File: config.mk
export PLATFORM = sky130hd
export DESIGN_NAME = mul_l3_seq_flat
export DESIGN_NICKNAME = d
export VERILOG_FILES = /design/src/rtl/mul_l3_seq_if.sv /design/src/rtl/mul_l3_seq.sv /design/src/flat_wrapper.sv
export SDC_FILE = /design/constraint.sdc
export NUM_CORES = 1
export LEC_CHECK = 0
export BUFFER_PORTS_ARGS = -buffer_cell sky130_fd_sc_hd__buf_2
export CAP_MARGIN = 20
export CORE_ASPECT_RATIO = 2
export CORE_MARGIN = 10
export CORE_UTILIZATION = 55
export CTS_BUF_LIST = sky130_fd_sc_hd__clkbuf_8
export DETAILED_ROUTE_END_ITERATION = 6
export PLACE_DENSITY = 0.79
export SLEW_MARGIN = 20
export SYNTH_ARGS = -nofsm -noshare
export SYNTH_HDL_FRONTEND = slang
export SYNTH_SLANG_ARGS = --single-unit
File: constraint.sdc
create_clock -name clk -period 4.53 [get_ports clk]
set_input_delay 0.453 -clock clk [delete_from_list [all_inputs] [get_ports clk]]
set_output_delay 0.453 -clock clk [all_outputs]
set_load 0.05 [all_outputs]
File: src/rtl/mul_l3_seq_if.sv
// Handshake and data bundle between the level-2 adder rows, the level-3 accumulator
// and the normalise/round consumer. The accumulator connects through the slave modport.
interface mul_l3_seq_if #(
  parameter int PW = 48
);
  logic          in_valid;
  logic          in_ready;
  logic [5:0]    OUT1234;
  logic [9:0]    OUT5678;
  logic [13:0]   OUT9101112;
  logic [17:0]   OUT13141516;
  logic [21:0]   OUT17181920;
  logic [24:0]   OUT21222324;
  logic          out_valid;
  logic          out_ready;
  logic [PW-1:0] product;
  logic          busy;

  modport master (
    output in_valid, OUT1234, OUT5678, OUT9101112, OUT13141516, OUT17181920, OUT21222324,
    output out_ready,
    input  in_ready, out_valid, product, busy
  );

  modport slave (
    input  in_valid, OUT1234, OUT5678, OUT9101112, OUT13141516, OUT17181920, OUT21222324,
    input  out_ready,
    output in_ready, out_valid, product, busy
  );
endinterface

File: src/rtl/mul_l3_seq.sv
// Level-3 mantissa multiplier stage: captures six level-2 rows, then adds one offset-weighted
// row per cycle into a PW-bit accumulator through a shared 4-bit-slice CLA adder.
module mul_l3_seq #(
  parameter int PW   = 48,
  parameter int OFS0 = 0,
  parameter int OFS1 = 4,
  parameter int OFS2 = 8,
  parameter int OFS3 = 12,
  parameter int OFS4 = 16,
  parameter int OFS5 = 20
) (
  input  logic          clk,
  input  logic          rst_n,
  mul_l3_seq_if.slave   bus
);
  localparam int NSL = PW / 4;

  typedef enum logic [1:0] {
    IDLE = 2'd0,
    ACC  = 2'd1,
    DONE = 2'd2
  } state_t;

  state_t        state_q;
  logic [2:0]    idx_q;
  logic [PW-1:0] acc_q;
  logic [5:0]    row0_q;
  logic [9:0]    row1_q;
  logic [13:0]   row2_q;
  logic [17:0]   row3_q;
  logic [21:0]   row4_q;
  logic [24:0]   row5_q;
  logic          in_ready_q;
  logic          out_valid_q;
  logic          busy_q;

  logic [PW-1:0] addend_d;
  logic [PW-1:0] sum_d;

  always_comb begin
    addend_d = '0;
    case (idx_q)
      3'd0:    addend_d = PW'(row0_q) << OFS0;
      3'd1:    addend_d = PW'(row1_q) << OFS1;
      3'd2:    addend_d = PW'(row2_q) << OFS2;
      3'd3:    addend_d = PW'(row3_q) << OFS3;
      3'd4:    addend_d = PW'(row4_q) << OFS4;
      3'd5:    addend_d = PW'(row5_q) << OFS5;
      default: addend_d = '0;
    endcase
  end

  // Each slice keeps its own carry-out so the chain never loops through one vector;
  // the top slice has no carry-out because overflow past PW-1 is dropped.
  for (genvar gi = 0; gi < NSL; gi++) begin : g_slice
    logic       cin;
    logic [3:0] g;
    logic [3:0] p;
    logic [3:0] c;

    assign g = acc_q[4*gi +: 4] & addend_d[4*gi +: 4];
    assign p = acc_q[4*gi +: 4] ^ addend_d[4*gi +: 4];

    if (gi == 0) begin : g_cin0
      assign cin = 1'b0;
    end else begin : g_cinn
      assign cin = g_slice[gi-1].g_co.cout;
    end

    assign c[0] = cin;
    assign c[1] = g[0] | (p[0] & cin);
    assign c[2] = g[1] | (p[1] & g[0]) | (p[1] & p[0] & cin);
    assign c[3] = g[2] | (p[2] & g[1]) | (p[2] & p[1] & g[0]) | (p[2] & p[1] & p[0] & cin);
    assign sum_d[4*gi +: 4] = p ^ c;

    if (gi < NSL - 1) begin : g_co
      logic cout;
      assign cout = g[3] | (p[3] & g[2]) | (p[3] & p[2] & g[1]) | (p[3] & p[2] & p[1] & g[0])
                  | (p[3] & p[2] & p[1] & p[0] & cin);
    end
  end

  always_ff @(posedge clk or negedge rst_n) begin
    if (!rst_n) begin
      state_q     <= IDLE;
      idx_q       <= '0;
      acc_q       <= '0;
      row0_q      <= '0;
      row1_q      <= '0;
      row2_q      <= '0;
      row3_q      <= '0;
      row4_q      <= '0;
      row5_q      <= '0;
      in_ready_q  <= 1'b1;
      out_valid_q <= 1'b0;
      busy_q      <= 1'b0;
    end else begin
      case (state_q)
        IDLE: begin
          if (bus.in_valid) begin
            row0_q     <= bus.OUT1234;
            row1_q     <= bus.OUT5678;
            row2_q     <= bus.OUT9101112;
            row3_q     <= bus.OUT13141516;
            row4_q     <= bus.OUT17181920;
            row5_q     <= bus.OUT21222324;
            acc_q      <= '0;
            idx_q      <= '0;
            in_ready_q <= 1'b0;
            busy_q     <= 1'b1;
            state_q    <= ACC;
          end
        end
        ACC: begin
          acc_q <= sum_d;
          idx_q <= idx_q + 3'd1;
          if (idx_q == 3'd5) begin
            busy_q      <= 1'b0;
            out_valid_q <= 1'b1;
            state_q     <= DONE;
          end
        end
        DONE: begin
          // in_ready rises only after this edge, so no capture coincides with the handoff
          if (bus.out_ready) begin
            out_valid_q <= 1'b0;
            in_ready_q  <= 1'b1;
            state_q     <= IDLE;
          end
        end
        default: begin
          state_q <= IDLE;
        end
      endcase
    end
  end

  assign bus.in_ready  = in_ready_q;
  assign bus.out_valid = out_valid_q;
  assign bus.product   = acc_q;
  assign bus.busy      = busy_q;
endmodule

File: src/flat_wrapper.sv
// flat-port wrapper written by rule: the top's interface ports become plain ports
module mul_l3_seq_flat 
#(
  parameter int PW   = 48,
  parameter int OFS0 = 0,
  parameter int OFS1 = 4,
  parameter int OFS2 = 8,
  parameter int OFS3 = 12,
  parameter int OFS4 = 16,
  parameter int OFS5 = 20
)
  (clk, rst_n, bus_in_valid, bus_OUT1234, bus_OUT5678, bus_OUT9101112, bus_OUT13141516, bus_OUT17181920, bus_OUT21222324, bus_out_ready, bus_in_ready, bus_out_valid, bus_product, bus_busy);
  mul_l3_seq_if #(.PW(PW)) bus_i ();
  input  logic clk;
  input  logic rst_n;
  input wire logic [$bits(bus_i.in_valid)-1:0] bus_in_valid;
  input wire logic [$bits(bus_i.OUT1234)-1:0] bus_OUT1234;
  input wire logic [$bits(bus_i.OUT5678)-1:0] bus_OUT5678;
  input wire logic [$bits(bus_i.OUT9101112)-1:0] bus_OUT9101112;
  input wire logic [$bits(bus_i.OUT13141516)-1:0] bus_OUT13141516;
  input wire logic [$bits(bus_i.OUT17181920)-1:0] bus_OUT17181920;
  input wire logic [$bits(bus_i.OUT21222324)-1:0] bus_OUT21222324;
  input wire logic [$bits(bus_i.out_ready)-1:0] bus_out_ready;
  output wire logic [$bits(bus_i.in_ready)-1:0] bus_in_ready;
  output wire logic [$bits(bus_i.out_valid)-1:0] bus_out_valid;
  output wire logic [$bits(bus_i.product)-1:0] bus_product;
  output wire logic [$bits(bus_i.busy)-1:0] bus_busy;
  assign bus_i.in_valid = bus_in_valid;
  assign bus_i.OUT1234 = bus_OUT1234;
  assign bus_i.OUT5678 = bus_OUT5678;
  assign bus_i.OUT9101112 = bus_OUT9101112;
  assign bus_i.OUT13141516 = bus_OUT13141516;
  assign bus_i.OUT17181920 = bus_OUT17181920;
  assign bus_i.OUT21222324 = bus_OUT21222324;
  assign bus_i.out_ready = bus_out_ready;
  assign bus_in_ready = bus_i.in_ready;
  assign bus_out_valid = bus_i.out_valid;
  assign bus_product = bus_i.product;
  assign bus_busy = bus_i.busy;
  mul_l3_seq #(.PW(PW), .OFS0(OFS0), .OFS1(OFS1), .OFS2(OFS2), .OFS3(OFS3), .OFS4(OFS4), .OFS5(OFS5)) u_core (.clk(clk), .rst_n(rst_n), .bus(bus_i));
endmodule
==> results of run 1 <==
worst max path at each step:
stage / cells after the start / start / end
6_report: 16 / u_core.idx_q[0] / u_core.bus.product[45]
3_5_place_dp: 15 / u_core.idx_q[0] / u_core.bus.product[45]
3_3_place_gp: 15 / u_core.idx_q[0] / u_core.bus.product[45]
4_1_cts: 15 / u_core.idx_q[0] / u_core.bus.product[45]
2_1_floorplan: 18 / u_core.idx_q[2] / u_core.bus.product[45]
5_1_grt: 16 / u_core.idx_q[0] / u_core.bus.product[45]
metrics by stage:
| step | setup slack, ns | total power [W] |
|---|---|---|
| floorplan | 0.421 | 0.00501 |
| global route | 0.0134 | 0.00782 |
| CTS | 0.192 | 0.00724 |
| global placement | 0.374 | 0.00591 |
| detailed placement | 0.216 | 0.00602 |
| finish | 0.356 | 0.00723 |
per-layer routing:
metal | track usage | up-vias | part of all wire
met5 | 0 | - | 0
met4 | 0.120 | 0 | 0.048
met3 | 0.0452 | 53 | 0.046
met2 | 0.396 | 219 | 0.54
met1 | 0.234 | 3439 | 0.37
li1 | - | 3440 | -
critical path, delay by kind of cell (launching register included):
family | cells | cell delay [ns]
AO/OA/AOI/OAI | 5 | 0.81
adder cells (fa/ha/maj) | 3 | 0.97
buffers and inverters | 2 | 0.29
flip-flops | 1 | 0.42
AND/OR/NAND/NOR | 6 | 1.53
cells in the mapped netlist (12+ instances only):
library cell and n:
nand2_1 349, dfrtp_1 150, ha_1 50, o21ai_0 50
clkbuf_1 33, nand3_1 29, inv_1 27, a21oi_1 26
nor2_1 18, xnor2_1 18, a222oi_1 14, a22o_1 14
buf_1 12, fa_1 12
final cells by class:
type	instances	area, um^2	share of cell area
antenna	1	2.50	0.000260
clock buffer	17	234	0.0243
clock inverter	15	225	0.0234
inverter	27	101	0.0105
multi-input combinational	709	4170	0.434
sequential	151	3780	0.393
tap	195	244	0.0254
timing repair buffer	163	863	0.0897
power by group through the flow:
stage          Clock (W)  Combinational (W)  Sequential (W)
2_1_floorplan          0            0.00215         0.00286
3_3_place_gp           0            0.00347         0.00244
3_5_place_dp           0            0.00357         0.00244
4_1_cts          0.00122            0.00360         0.00242
5_1_grt          0.00128            0.00405         0.00249
6_report         0.00120            0.00360         0.00243
state kept, by name, indices dropped and copies added, names as in the netlist:
name	flops
u_core.row3_q	18
u_core.bus.in_ready	1
u_core.row4_q	22
u_core.bus.out_valid	1
u_core.row0_q	6
u_core.bus.busy	1
u_core.bus.product	48
u_core.row5_q	25
u_core.row2_q	14
u_core.state_q	2
u_core.row1_q	10
u_core.idx_q	3
logic make-up (layout without fill, tap and decap cells):
family / after synthesis / after routing / share of synthesized area
other cells: 0 / 1 / 0
mux: 2 / 2 / 0.00244
simple gates: 456 / 456 / 0.236
buf+inv: 72 / 222 / 0.0330
flops: 151 / 151 / 0.461
fa+ha+maj: 62 / 62 / 0.106
compound gates: 165 / 165 / 0.136
xor+xnor: 24 / 24 / 0.0256
repair_timing:
item	4_1_cts	5_1_grt
resized for setup	0	3
hold buffers	1	0
setup buffers	0	0
endpoints found under the setup margin	0	5
hold endpoints to repair	48	0
==> flow_metrics.py, run 1 <==
metrics = {
    "grt": {
        "grt_pass1_vias": 7383,
        "grt.total_usage": 0.220,
        "grt_pass1_wl_um": 36000,
        "grt-ovfl-total": 0,
        "grt_start_max_net_pins": 110,
        "antenna_found_initial": 1,
    },
    "synth": {
        "ys_seq_elements": 151,
        "synth.distinct_cells": 58,
        "ys.flop_type": "dfrtp_1",
        "avgSynthCellArea_um2": 8.80,
        "syn-num-nets": 1093,
        "synthArstFlopShare": 1.00,
        "synth.cell_area_um2": 8200,
        "ys_warn_count": 0,
        "ys_seq_area_frac": 0.461,
        "synth_top_area_frac": 0.458,
        "syn_inst": 932,
        "synth_edf_count": 0,
        "yosysTopAreaCell": "dfrtp_1",
        "synth_area_leaders": "dfrtp_1 46%, nand2_1 16%, ha_1 7.6%",
    },
    "job": {
        "maxCapViolCount": 0,
    },
    "setup_path": {
        "timing.rr.start": "u_core.idx_q[0]",
        "path_cells": "inv_1, ha_1, and2_2, buf_4, a22o_1, ha_1, nand2_1, or4_4, or3_1, o32ai_2, o21ai_1, nand2_1, nor2_1, fa_1, o211ai_1, o31ai_1",
        "critPathRequiredTime_ns": 4.86,
        "reg2reg_slack_ns": 0.36,
        "max_stage_delay_ns": 0.56,
        "cp.arrival_ns": 4.51,
        "worst-setup-path-type": "reg -> reg",
        "slowest_stage": "or4_4",
        "r2r-end": "u_core.bus.product[45]",
        "cp-start-kind": "flop",
        "crit_fanout": 17,
        "reg2reg_depth": 16,
        "worst_setup_path_end_kind": "flop",
    },
    "detailed_routing": {
        "vias": 7151,
        "postRouteAntennaNets": 0,
        "drc_errors": 0,
        "wl_per_cell_um": 17.2,
        "via_per_inst": 5.60,
        "totalWireLength_um": 21900,
        "drtIter0Drc": 430,
        "first_pass_iters": 5,
    },
    "cts": {
        "clock_sinks": 151,
        "cts_tree": "yes",
        "insertion_delay_ns": 0.46,
        "htreeDepth": 4,
        "cts-buffers-inserted": 17,
        "cts_max_path_buffers": 2,
        "clkTransAtPathRegs_ns": 0.09,
        "cts-root-buf": "clkbuf_8",
    },
    "cells_and_area": {
        "num-fill-cells": 1308,
        "final_util": 0.653,
        "final_common_cell": "nand2_1",
        "final_cell_mix": "349 x nand2_1, 150 x dfrtp_1, 148 x buf_2, 50 x o21ai_0, 49 x ha_1",
        "syn_to_final_growth_pct": 17.4,
        "stdcell_area_um2": 9620,
        "stdcell_count": 1278,
        "final_nets": 1230,
        "drive_gt1_frac": 0.197,
    },
    "die": {
        "coreArea_um2": 14700,
        "die_h_um": 193,
        "num_rows": 63,
        "initial_core_util": 0.556,
        "fp.dieW_um": 106,
        "io_pins": 150,
        "die-area_um2": 20500,
    },
    "place": {
        "hpwl_um": 16100,
        "dp.cells": 1243,
        "place_congestion": 0.879,
        "place_area_um2": 9130,
        "port_buffers": 149,
    },
    "pwr": {
        "ir_drop_mv": 0.371,
        "intPower_w": 0.00383,
        "power_frac_clock": 0.166,
        "seqPwrFrac": 0.336,
        "combPwrFrac": 0.498,
        "p_sw_frac": 0.470,
        "leakage_nw": 5.14,
        "powerDensity_nw_per_um2": 751,
        "p_sw_w": 0.00339,
    },
    "timing": {
        "worst_pin_slew_ns": 1.05,
        "hold_viol_final": 0,
        "period_needed_ns": 4.17,
        "setup_tns_ns": 0,
        "drv_slew": 0,
        "fmax_mhz": 240,
        "relSlewSlack": 0.302,
        "rsz0062_at_grt": "no",
        "finalSetupViolCount": 0,
        "skew_ns": 0.00976,
        "fin_crit_sh": 0.921,
        "hold_slack_ns": 0.177,
    },
    "hold_path": {
        "whs_path_depth": 3,
        "hp-class": "in -> reg",
        "hp-start": "bus_OUT9101112[11]",
        "min_to": "u_core.row2_q[11]",
    },
    "outcome": {
        "status": "completed",
    },
}
Note: power is estimated with default switching activity, not from simulation.
==> run 2, diff against run 1 <==
--- a/config.mk
+++ b/config.mk
@@ -7,12 +7,14 @@
 export LEC_CHECK = 0
 export BUFFER_PORTS_ARGS = -buffer_cell sky130_fd_sc_hd__buf_2
 export CAP_MARGIN = 20
+export CELL_PAD_IN_SITES_DETAIL_PLACEMENT = 0
+export CELL_PAD_IN_SITES_GLOBAL_PLACEMENT = 2
 export CORE_ASPECT_RATIO = 2
-export CORE_MARGIN = 10
-export CORE_UTILIZATION = 55
+export CORE_MARGIN = 1
+export CORE_UTILIZATION = 35
 export CTS_BUF_LIST = sky130_fd_sc_hd__clkbuf_8
 export DETAILED_ROUTE_END_ITERATION = 6
-export PLACE_DENSITY = 0.79
+export PLACE_DENSITY_LB_ADDON = 0.1
 export SLEW_MARGIN = 20
 export SYNTH_ARGS = -nofsm -noshare
 export SYNTH_HDL_FRONTEND = slang
==> flow_metrics.py, run 2 (synthesis results as in run 1) <==
metrics = {
    "outcome": {
        "status": "completed",
    },
    "detailed_routing": {
        "drtIter0Drc": 328,
        "vias": 6907,
        "via_per_inst": 5.05,
        "totalWireLength_um": 23400,
        "drc_errors": 0,
        "wl_per_cell_um": 17.1,
        "postRouteAntennaNets": 0,
        "first_pass_iters": 5,
    },
    "setup_path": {
        "r2r-end": "u_core.bus.product[45]",
        "critPathRequiredTime_ns": 4.86,
        "crit_fanout": 22,
        "cp-start-kind": "flop",
        "worst-setup-path-type": "reg -> reg",
        "cp.arrival_ns": 4.48,
        "timing.rr.start": "u_core.idx_q[2]",
        "reg2reg_slack_ns": 0.38,
        "worst_setup_path_end_kind": "flop",
        "reg2reg_depth": 16,
    },
    "timing": {
        "fin_crit_sh": 0.916,
        "hold_viol_final": 0,
        "setup_tns_ns": 0,
        "finalSetupViolCount": 0,
        "rsz0062_at_grt": "no",
        "period_needed_ns": 4.15,
        "drv_slew": 0,
        "worst_pin_slew_ns": 0.948,
        "skew_ns": 0.0149,
        "relSlewSlack": 0.368,
        "fmax_mhz": 241,
    },
    "cts": {
        "htreeDepth": 4,
        "cts-buffers-inserted": 17,
        "clkTransAtPathRegs_ns": 0.09,
        "insertion_delay_ns": 0.46,
        "clock_sinks": 151,
        "cts_tree": "yes",
        "cts_setup_buffers": 0,
        "cts_max_path_buffers": 2,
        "cts-root-buf": "clkbuf_8",
    },
    "grt": {
        "grt_start_max_net_pins": 97,
        "grt_pass1_vias": 7097,
        "grt-ovfl-total": 0,
        "grt.total_usage": 0.210,
        "antenna_found_initial": 1,
        "grt_pass1_wl_um": 37700,
    },
    "cells_and_area": {
        "drive_gt1_frac": 0.204,
        "final_util": 0.431,
        "antennaDiodeCount": 0,
        "final_common_cell": "nand2_1",
        "num-fill-cells": 2426,
        "syn_to_final_growth_pct": 20.0,
        "final_nets": 1236,
        "largest_register_ffs": 48,
        "final_cell_mix": "349 x nand2_1, 150 x dfrtp_1, 148 x buf_2, 50 x o21ai_0, 49 x ha_1",
    },
    "pwr": {
        "powerDensity_nw_per_um2": 749,
        "ir_drop_mv": 0.457,
        "total_power_w": 0.00736,
        "leakage_nw": 5.20,
    },
    "die": {
        "die_h_um": 218,
        "initial_core_util": 0.359,
        "num_rows": 78,
        "io_pins": 150,
        "fp.dieW_um": 110,
        "coreArea_um2": 22800,
        "die-area_um2": 24100,
    },
    "place": {
        "port_buffers": 149,
        "hpwl_um": 16900,
        "place_congestion": 0.785,
    },
    "job": {
        "maxCapViolCount": 0,
    },
    "hold_path": {
        "hp-class": "in -> async",
    },
}
## run 2: per-stage QoR
stage	hold WS, ns	worst slack (ns)	instances	instance area [um^2]
floorplan	0.157	0.421	932	8200
global placement	0.455	0.135	1335	9300
detailed placement	0.457	0.0334	1335	9300
CTS	0.125	0.0339	1367	9790
global route	0.130	0.0465	1368	9840
finish	0.0849	0.382	1368	9840
## run 2: routing by layer
| metal | share of wire | GRT usage |
|---|---|---|
| met1 | 0.39 | 0.236 |
| met5 | 0 | 0 |
| met2 | 0.56 | 0.389 |
| met4 | 0.016 | 0.0627 |
| met3 | 0.032 | 0.0391 |
## run 2: cell type report
| class | instances | area, um^2 | share of cell area |
|---|---|---|---|
| Clock buffer | 18 | 248 | 0.0252 |
| Clock inverter | 14 | 243 | 0.0247 |
| Tap cell | 280 | 350 | 0.0356 |
| Inverter | 27 | 101 | 0.0103 |
| Timing Repair Buffer | 169 | 935 | 0.0950 |
| Multi-Input combinational cell | 709 | 4180 | 0.425 |
| Sequential cell | 151 | 3780 | 0.384 |
## run 2: report_power, final
part	switching [W]	internal [W]
sequential	0.000482	0.00196
clock	0.000555	0.000733
combinational	0.00239	0.00125
## run 2: critical path: stages, from the launching register on
cell      delay, ns
dfrtp_1        0.49
buf_4          0.22
and2_0         0.17
buf_12         0.18
a222oi_1       0.29
inv_1          0.13
ha_1           0.33
nand4_2        0.15
or4_4          0.52
or3_1          0.33
o32ai_2        0.19
o21ai_1        0.17
nand2_1        0.11
nor2_1         0.07
fa_1           0.38
o211ai_1       0.18
o31ai_1        0.10
## run 2: what timing repair did
action                     CTS  global route
setup endpoints to repair    1            11
resized for setup            1             5
pin swaps                    0             1
hold buffers                 0             0
## run 2: worst max-delay path by stage
stage / slack, ns / endpoint / from
finish: 0.38 / u_core.bus.product[45] / u_core.idx_q[2]
global route: 0.05 / u_core.bus.product[45] / u_core.idx_q[2]
CTS: 0.03 / u_core.bus.product[41] / u_core.idx_q[0]
detailed placement: 0.03 / u_core.bus.product[41] / u_core.idx_q[0]
global placement: 0.13 / u_core.bus.product[41] / u_core.idx_q[0]
floorplan: 0.42 / u_core.bus.product[45] / u_core.idx_q[2]
